File: src/rtl/drum_pkg.sv
// Shared drum-mesh definitions: node/audio widths, column count and the
// sample-sync state encoding.
package drum_pkg;

  localparam int DRUM_DATA_W  = 18;
  localparam int DRUM_AUDIO_W = 32;
  localparam int DRUM_NCOLS   = 30;

  typedef enum logic [2:0] {
    S_WAIT_COLS,
    S_CAPTURE,
    S_PUSH,
    S_FIRE,
    S_WAIT_DROP
  } sync_state_t;

endpackage

File: src/rtl/drum_sample_fmt.sv
// Converts a signed 1.17 node value into a signed audio sample by sign
// extension followed by an arithmetic left shift.
module drum_sample_fmt
  import drum_pkg::*;
#(
  parameter int DATA_W  = DRUM_DATA_W,
  parameter int AUDIO_W = DRUM_AUDIO_W,
  parameter int SHIFT   = 14
) (
  input  logic signed [DATA_W-1:0]  node,
  output logic signed [AUDIO_W-1:0] sample
);

  logic signed [AUDIO_W-1:0] node_ext;

  assign node_ext = {{(AUDIO_W-DATA_W){node[DATA_W-1]}}, node};
  // DATA_W+SHIFT <= AUDIO_W, so the shifted value never overflows.
  assign sample   = node_ext <<< SHIFT;

endmodule

File: src/rtl/drum_sample_sync.sv
// Timestep sequencer: waits for all columns, captures the centre node as an
// audio sample, pushes it over valid/ready and then fires the next timestep.
module drum_sample_sync
  import drum_pkg::*;
#(
  parameter int NCOLS   = DRUM_NCOLS,
  parameter int DATA_W  = DRUM_DATA_W,
  parameter int AUDIO_W = DRUM_AUDIO_W,
  parameter int SHIFT   = 14,
  parameter int SETTLE  = 2
) (
  input  logic                      clk,
  input  logic                      rst,
  input  logic                      enable,
  input  logic [NCOLS-1:0]          col_done,
  input  logic signed [DATA_W-1:0]  center_node,
  input  logic                      audio_ready,
  output logic                      audio_valid,
  output logic signed [AUDIO_W-1:0] audio_data,
  output logic                      shoot,
  output logic [31:0]               step_count,
  output logic [31:0]               cycles_per_step,
  output logic                      busy
);

  localparam int SW = $clog2(SETTLE + 1);

  sync_state_t state, state_next;
  logic [SW-1:0] settle_cnt, settle_next;
  logic [31:0] cyc_cnt;
  logic all_done;
  logic signed [AUDIO_W-1:0] fmt_sample;

  drum_sample_fmt #(
    .DATA_W (DATA_W),
    .AUDIO_W(AUDIO_W),
    .SHIFT  (SHIFT)
  ) u_fmt (
    .node  (center_node),
    .sample(fmt_sample)
  );

  assign all_done = &col_done;
  assign busy     = (state != S_WAIT_COLS);

  always_comb begin
    state_next  = state;
    settle_next = settle_cnt;
    case (state)
      S_WAIT_COLS: begin
        // A single low column restarts the settle window; a low enable
        // freezes it without losing progress.
        if (!all_done) begin
          settle_next = '0;
        end else if (enable) begin
          if (settle_cnt == SW'(SETTLE - 1)) state_next = S_CAPTURE;
          if (settle_cnt != SW'(SETTLE)) settle_next = settle_cnt + 1'b1;
        end
      end
      S_CAPTURE: state_next = S_PUSH;
      S_PUSH:    if (audio_ready) state_next = S_FIRE;
      S_FIRE:    state_next = S_WAIT_DROP;
      S_WAIT_DROP: begin
        // Columns must leave their wait state before a new capture can arm.
        if (!all_done) begin
          settle_next = '0;
          state_next  = S_WAIT_COLS;
        end
      end
      default: state_next = S_WAIT_COLS;
    endcase
  end

  always_ff @(posedge clk) begin
    if (rst) begin
      state           <= S_WAIT_COLS;
      settle_cnt      <= '0;
      cyc_cnt         <= '0;
      audio_valid     <= 1'b0;
      audio_data      <= '0;
      shoot           <= 1'b0;
      step_count      <= '0;
      cycles_per_step <= '0;
    end else begin
      state      <= state_next;
      settle_cnt <= settle_next;
      // Shoot is high for exactly the cycle spent in S_FIRE.
      shoot      <= (state == S_PUSH) && audio_ready;

      if (state == S_FIRE) cyc_cnt <= '0;
      else if (cyc_cnt != '1) cyc_cnt <= cyc_cnt + 32'd1;

      case (state)
        S_CAPTURE: begin
          audio_data      <= fmt_sample;
          cycles_per_step <= cyc_cnt;
          audio_valid     <= 1'b1;
        end
        S_PUSH:  if (audio_ready) audio_valid <= 1'b0;
        S_FIRE:  step_count <= step_count + 32'd1;
        default: ;
      endcase
    end
  end

endmodule
File: config.mk
export PLATFORM = sky130hd
export DESIGN_NAME = drum_sample_sync
export DESIGN_NICKNAME = d
export VERILOG_FILES = /design/src/rtl/drum_pkg.sv /design/src/rtl/drum_sample_fmt.sv /design/src/rtl/drum_sample_sync.sv
export SDC_FILE = /design/constraint.sdc
export NUM_CORES = 1
export LEC_CHECK = 0
export CAP_MARGIN = 10
export CORE_MARGIN = 8
export CORE_UTILIZATION = 30
export DETAILED_ROUTE_END_ITERATION = 7
export PLACE_DENSITY = 0.58
export SLEW_MARGIN = 40
export SYNTH_ARGS = -nofsm -noshare
export SYNTH_HDL_FRONTEND = slang
export SYNTH_HIERARCHICAL = 1
export SYNTH_SLANG_ARGS = --single-unit
File: constraint.sdc
create_clock -name clk -period 2.6 [get_ports clk]
set_clock_uncertainty 0.2 [all_clocks]
set_input_delay 0.39 -clock clk [delete_from_list [all_inputs] [get_ports clk]]
set_output_delay 0.39 -clock clk [all_outputs]
set_load 0.005 [all_outputs]
==> results.sh, run 1 <==
export IMPL_outcome="complete, no violations"
export IMPL_die_area_um2=24500
export IMPL_post_synth_top_area_cell="dfxtp_1"
export IMPL_clockBufferDepth=2
export IMPL_critical_path_class="flop to flop"
export IMPL_grt_pass1_wl_um=26000
export IMPL_synth_area_top_cells="dfxtp_1 (46%), nand2_1 (10%), a21oi_1 (6.9%)"
export IMPL_synth_ff_type="dfxtp_1"
export IMPL_yosys_warnings=6
export IMPL_areaGrowthSynthToFinish_pct=37.2
export IMPL_multi_input_area_um2=2840
export IMPL_max_cap_violations=0
export IMPL_fmax_ghz=0.430
export IMPL_hold_path_class="flop to flop"
export IMPL_slew_viol_final=0
export IMPL_period_minus_slack_ns=2.32
export IMPL_ys_seq_elements=135
export IMPL_post_synth_top_area_fraction_pct=45.6
export IMPL_cp_slowest_cell="or3_1"
export IMPL_cts_buffers=17
export IMPL_cp_arrival_ns=2.41
export IMPL_finalSetupTns_ns=0
export IMPL_finalCritPeriodShare_pct=89.4
export IMPL_setup_viol=0
export IMPL_final_antenna_net_count=0
export IMPL_async_reset_ff_share_pct=0
export IMPL_synth_area_um2=5930
export IMPL_root_buffer="clkbuf_16"
export IMPL_cp_data_required_time_ns=2.69
export IMPL_cts_repair_resized=0
export IMPL_max_slew_margin_pct=62.1
export IMPL_start_kind="flop"
export IMPL_place_hpwl_um=11200
export IMPL_fillers=2001
export IMPL_max_vdd_ir_drop_uv=445
export IMPL_grt_max_degree=105
export IMPL_die_y_um=157
export IMPL_drt_iter0_drc=377
export IMPL_post_cts_buffers=0
export IMPL_clock_sinks=135
export IMPL_grt_overflow=0
export IMPL_io_pins=151
export IMPL_path_buf_inv=1
export IMPL_antenna_found_initial=1
export IMPL_cts_max_level=4
export IMPL_rsz0062_at_grt="no"
export IMPL_io_buffers=150
export IMPL_track_usage_pct=13.3
export IMPL_syn_inst=723
export IMPL_p_leak_nw=2.75
export IMPL_routed_via_density=4.71
export IMPL_grt_pass1_vias=5037
export IMPL_synth_seq_area_share_pct=45.6
export IMPL_synth_edff_count=0
export IMPL_total_power_w=0.00459
export IMPL_cts_tree="done"
export IMPL_hold_buffers=0
export IMPL_n_antenna_cell=0
export IMPL_start_util_pct=30.5
export IMPL_path_clk_slew_ns=0.06
export IMPL_netlist_top_cells_count="nand2_1 (161), dfxtp_1 (135), a21oi_1 (82), nor2_1 (56), buf_4 (33)"
export IMPL_powerDensity_nw_per_um2=565
export IMPL_layout_drive_gt1_share_pct=7.88
export IMPL_wl_um=16100
export IMPL_drt_first_pass_iters=6
export IMPL_yosysUniqueCellTypes=48
export IMPL_regArea_um2=2700
export IMPL_avgSynthCellArea_um2=8.20
export IMPL_crit_family="simple AND/OR/NAND/NOR gates"
export IMPL_num_nets_final=906
export IMPL_row_count=51
export IMPL_yosysMostFrequentCell="nand2_1"
export IMPL_holdWs_ns=0.251
export IMPL_drcViolationCount=0
export IMPL_via_count=5312
export IMPL_crit_path_end_kind="flop"
export IMPL_cpPeakStageDelay_ns=0.59
export IMPL_coreArea_um2=19400
export IMPL_fp_dieW_um=157
export IMPL_routedWlPerCell_um=14.3
export IMPL_clk_latency_ns=0.42
export IMPL_gp_congestion=0.767
export IMPL_crit_chain="ha_1 -> nand2_1 -> or3_1 -> nor3_4 -> buf_4 -> or4_1 -> a21oi_1"
export IMPL_finalHoldViolCount=0
export IMPL_worst_slew_pin_slew_ns=0.567
export IMPL_crit_path_max_fanout=14
cells by family (layout without fill, tap and decap cells):
group	count (synthesis)	in the layout	synth area share [%]
XOR/XNOR	43	43	6.36
flip-flops	135	135	45.6
multiplexers	1	1	0.169
other	1	14	0.0633
buffers and inverters	80	207	7.41
adder cells (fa/ha/maj)	4	4	0.845
AND/OR/NAND/NOR	349	349	28.8
AO/OA/AOI/OAI	110	110	10.7
cell type report:
type,count,share of cell area (%)
sequential,135,33.3
clock buffer,17,5.23
timing repair buffer,168,20.3
clock inverter,15,1.88
tap,265,4.08
multi-input combinational,521,35.0
inverter,7,0.323
layout by cell type (no fill, tap or decap), types with 4 or more instances in the layout:
cell             count
a21oi_1             82
and2_1               7
and3_1              10
and4_1              10
buf_4               18
clkbuf_16           17
clkdlybuf4s50_1    149
clkinv_2             4
clkinvlp_4           5
conb_1              14
dfxtp_1            135
ha_1                 4
inv_1                7
nand2_1            161
nand3_1             24
nand4_1             31
nor2_1              55
nor3_1               7
nor4_1               6
o21ai_0              6
o31ai_1              5
or3_1                5
or4_1               11
xnor2_1             12
xor2_1              31
state kept, by name (all words and copies together), names as in the netlist:
name / flops
shoot: 1
settle_cnt: 2
cyc_cnt: 32
state: 3
step_count: 32
audio_data: 32
cycles_per_step: 32
audio_valid: 1
routing by layer:
layer	GRT usage, %	share of wire, %	routed length (µm)
met5	0	0.056	9
met4	5.90	1.8	294
met3	3.59	5.2	846
met2	21.0	47	7510
met1	16.7	46	7480
metrics by stage:
stage	setup WS (ns)	cell area (µm²)	instances	utilization [%]
global route	0.153	8130	1128	41.9
detailed placement	-0.121	7550	1096	38.9
floorplan	0.476	5970	736	-
global placement	-0.108	7550	1096	38.9
CTS	0.256	8130	1128	41.9
finish	0.276	8130	1128	41.9
worst register-to-register path, delay by kind of cell, from the launching register on:
family	cells	cell delay, ns
adder cells (fa/ha/maj)	1	0.22
flip-flops	1	0.39
AND/OR/NAND/NOR	4	1.11
AO/OA/AOI/OAI	1	0.05
buffers and inverters	1	0.21
power breakdown:
part,switching (W),internal (W)
clock,0.000963,0.00141
sequential,0.00000398,0.00207
combinational,0.0000587,0.0000806
total,0.00103,0.00356
final timing paths:
kind | startpoint | endpoint | slack, ns | cells past startpoint
worst max-delay path | cyc_cnt[1] | cyc_cnt[7] | 0.28 | 7
worst max register to register | cyc_cnt[1] | cyc_cnt[7] | 0.28 | 7
worst min register to register | cycles_per_step[4] | cycles_per_step[4] | 0.25 | 2
worst min-delay path | cycles_per_step[4] | cycles_per_step[4] | 0.25 | 2
(Power assumes the default switching activity.)
==> run 2: changes to the inputs <==
--- a/config.mk
+++ b/config.mk
@@ -9,8 +9,9 @@
 export CORE_MARGIN = 8
 export CORE_UTILIZATION = 30
 export DETAILED_ROUTE_END_ITERATION = 7
+export GPL_TIMING_DRIVEN = 0
 export PLACE_DENSITY = 0.58
-export SLEW_MARGIN = 40
+export SLEW_MARGIN = 20
 export SYNTH_ARGS = -nofsm -noshare
 export SYNTH_HDL_FRONTEND = slang
 export SYNTH_HIERARCHICAL = 1
==> run 2 against run 1 <==
Effect of this change: hold slack got worse by 0.23 ns; first-iteration DRC count fell by 14%; critical path depth fell by 1; design area rose by 1.8%; register-to-register slack got worse by 0.08 ns; sequential power barely moved; global-route usage barely moved; sequential share of layout area fell by 0.58 points; count of clock-buffer cells in the layout rose by 4; clock power rose by 9.3%; highest routed layer unchanged.
==> results.sh, run 2 (same netlist as run 1, synthesis figures left out) <==
export IMPL_via_count=5329
export IMPL_clk_latency_ns=0.42
export IMPL_cts_tree="done"
export IMPL_combPwrFrac_pct=3.1
export IMPL_cp_data_required_time_ns=2.71
export IMPL_powerDensity_nw_per_um2=582
export IMPL_grt_pass1_wl_um=25900
export IMPL_clkPwrFrac_pct=53.8
export IMPL_cp_arrival_ns=2.56
export IMPL_final_antenna_net_count=0
export IMPL_drt_first_pass_iters=4
export IMPL_grt_max_degree=17
export IMPL_start_kind="input port"
export IMPL_io_pins=151
export IMPL_drcViolationCount=0
export IMPL_period_minus_slack_ns=2.45
export IMPL_max_vdd_ir_drop_uv=454
export IMPL_fin_area_um2=8270
export IMPL_antenna_found_initial=2
export IMPL_n_antenna_cell=0
export IMPL_crit_family="simple AND/OR/NAND/NOR gates"
export IMPL_mostFrequentLayoutCells="nand2_1 (161), dfxtp_1 (135), clkdlybuf4s50_1 (131), a21oi_1 (82), nor2_1 (55)"
export IMPL_switching_power_w=0.000979
export IMPL_grt_overflow=0
export IMPL_slew_viol_final=0
export IMPL_wl_um=16600
export IMPL_max_cap_violations=0
export IMPL_layout_drive_gt1_share_pct=9.79
export IMPL_finalHoldViolCount=0
export IMPL_rsz0062_at_grt="no"
export IMPL_cp_slowest_cell="or4_1"
export IMPL_io_buffers=131
export IMPL_pre_cts_ws_ns=-0.265
export IMPL_place_hpwl_um=12200
export IMPL_areaGrowthSynthToFinish_pct=39.6
export IMPL_setup_viol=0
export IMPL_drt_iter0_drc=325
export IMPL_place_area_um2=7620
export IMPL_fmax_ghz=0.408
export IMPL_p_leak_nw=2.86
export IMPL_path_buf_inv=1
export IMPL_coreArea_um2=19400
export IMPL_sequentialPowerShare_pct=43.2
export IMPL_switching_share_pct=20.3
export IMPL_cpMostUsedCell="nand4_1"
export IMPL_outcome="complete, no violations"
export IMPL_crit_chain="clkdlybuf4s50_1 -> nand4_1 -> or4_1 -> nor4_2 -> nand4_1 -> a2111oi_2"
export IMPL_die_area_um2=24500
export IMPL_final_common_cell="nand2_1"
export IMPL_num_nets_final=942
export IMPL_root_buffer="clkbuf_16"
export IMPL_track_usage_pct=13.4
export IMPL_cts_max_level=4
export IMPL_grt_pass1_vias=4937
export IMPL_path_clk_slew_ns=0.06
export IMPL_fp_dieW_um=157
export IMPL_clock_sinks=135
export IMPL_finalSetupTns_ns=0
export IMPL_start_util_pct=30.5
export IMPL_max_slew_margin_pct=52.9
export IMPL_cpPeakStageDelay_ns=0.56
export IMPL_finalCritPeriodShare_pct=94.3
export IMPL_holdWs_ns=0.0189
export IMPL_clockBufferDepth=2
export IMPL_critical_path_class="input port to flop"
export IMPL_gp_congestion=0.789
export IMPL_worst_slew_pin_slew_ns=0.706
export IMPL_crit_path_end_kind="flop"
export IMPL_die_y_um=157
export IMPL_cts_buffers=17
export IMPL_routed_via_density=4.58
export IMPL_routedWlPerCell_um=14.2
export IMPL_intPower_w=0.00384
export IMPL_row_count=51
export IMPL_crit_path_max_fanout=4
export IMPL_setup_slack_ns=0.149
export IMPL_hold_path_class="input port to flop"
export IMPL_fillers=2034
run 2: changes by cell type in the layout (fill, tap and decap cells not counted), sizes merged:
cell,previous run,this run
clkbuf,17,48
buf,19,45
clkdlybuf4s50,149,131
clkinv,6,3
bufinv,2,4
clkinvlp,5,3
dlygate4sd3,0,1
inv,9,8
run 2: timing repair:
| item | in CTS | in global routing |
|---|---|---|
| hold buffers | 0 | 1 |
| gates resized for setup | 0 | 1 |
| endpoints found under the hold margin | 0 | 1 |
| setup endpoints to repair | 0 | 61 |
| setup buffers | 0 | 0 |
run 2: power by group through the flow:
| stage | clock network, W | registers, W | logic [W] |
|---|---|---|---|
| 4_1_cts | 0.00266 | 0.00208 | 0.000149 |
| 3_5_place_dp | 0 | 0.00212 | 0.000148 |
| 2_1_floorplan | 0 | 0.00212 | 0.0000773 |
| 6_report | 0.00259 | 0.00208 | 0.000148 |
| 5_1_grt | 0.00276 | 0.00208 | 0.000162 |
| 3_3_place_gp | 0 | 0.00212 | 0.000148 |
run 2: layout make-up:
cell class	count	area (µm²)	area share, %
multi-input cells	521	2840	34.3
flip-flops and latches	135	2700	32.7
repair buffers	132	1320	16.0
clock buffers	21	470	5.69
plain buffers	72	409	4.95
well taps	265	332	4.01
clock inverters	11	170	2.06
inverters	7	26.3	0.318
run 2: stage by stage:
step	cells	util (%)	total power, W
6_report	1164	42.6	0.00482
5_1_grt	1164	42.6	0.00500
4_1_cts	1164	42.6	0.00489
3_5_place_dp	1132	39.3	0.00227
3_3_place_gp	1132	39.3	0.00227
2_1_floorplan	736	-	0.00220
run 2: worst register-to-register path: cells and delay by family (launching register included):
| family | cells | cell delay [ns] |
|---|---|---|
| AND/OR/NAND/NOR | 3 | 0.88 |
| buffers and inverters | 2 | 0.79 |
| flip-flops | 1 | 0.30 |
| AO/OA/AOI/OAI | 1 | 0.16 |
run 2: worst paths after layout:
kind | startpoint | end | slack, ns | depth (start not counted)
hold / removal | center_node[2] | audio_data[16] | 0.02 | 3
hold reg to reg | cycles_per_step[8] | cycles_per_step[8] | 0.25 | 2
setup / recovery | col_done[29] | state[0] | 0.15 | 6
setup reg to reg | state[2] | audio_data[22] | 0.20 | 6
run 2: routing by layer:
metal  up-vias  part of all wire, %  global-route usage [%]
li1       2769                    -                       -
met1      2436                   47                    17.1
met2       102                   46                    20.8
met3        18                  6.0                    4.14
met4         4                  1.1                    4.71
met5         -                 0.11                       0
==> run 3: changes to the inputs <==
--- a/config.mk
+++ b/config.mk
@@ -5,7 +5,7 @@
 export SDC_FILE = /design/constraint.sdc
 export NUM_CORES = 1
 export LEC_CHECK = 0
-export CAP_MARGIN = 10
+export CAP_MARGIN = 20
 export CORE_MARGIN = 8
 export CORE_UTILIZATION = 30
 export DETAILED_ROUTE_END_ITERATION = 7
==> results of run 3 <==
Same layout as run 2: the final DEF is identical, and so are final timing and power.
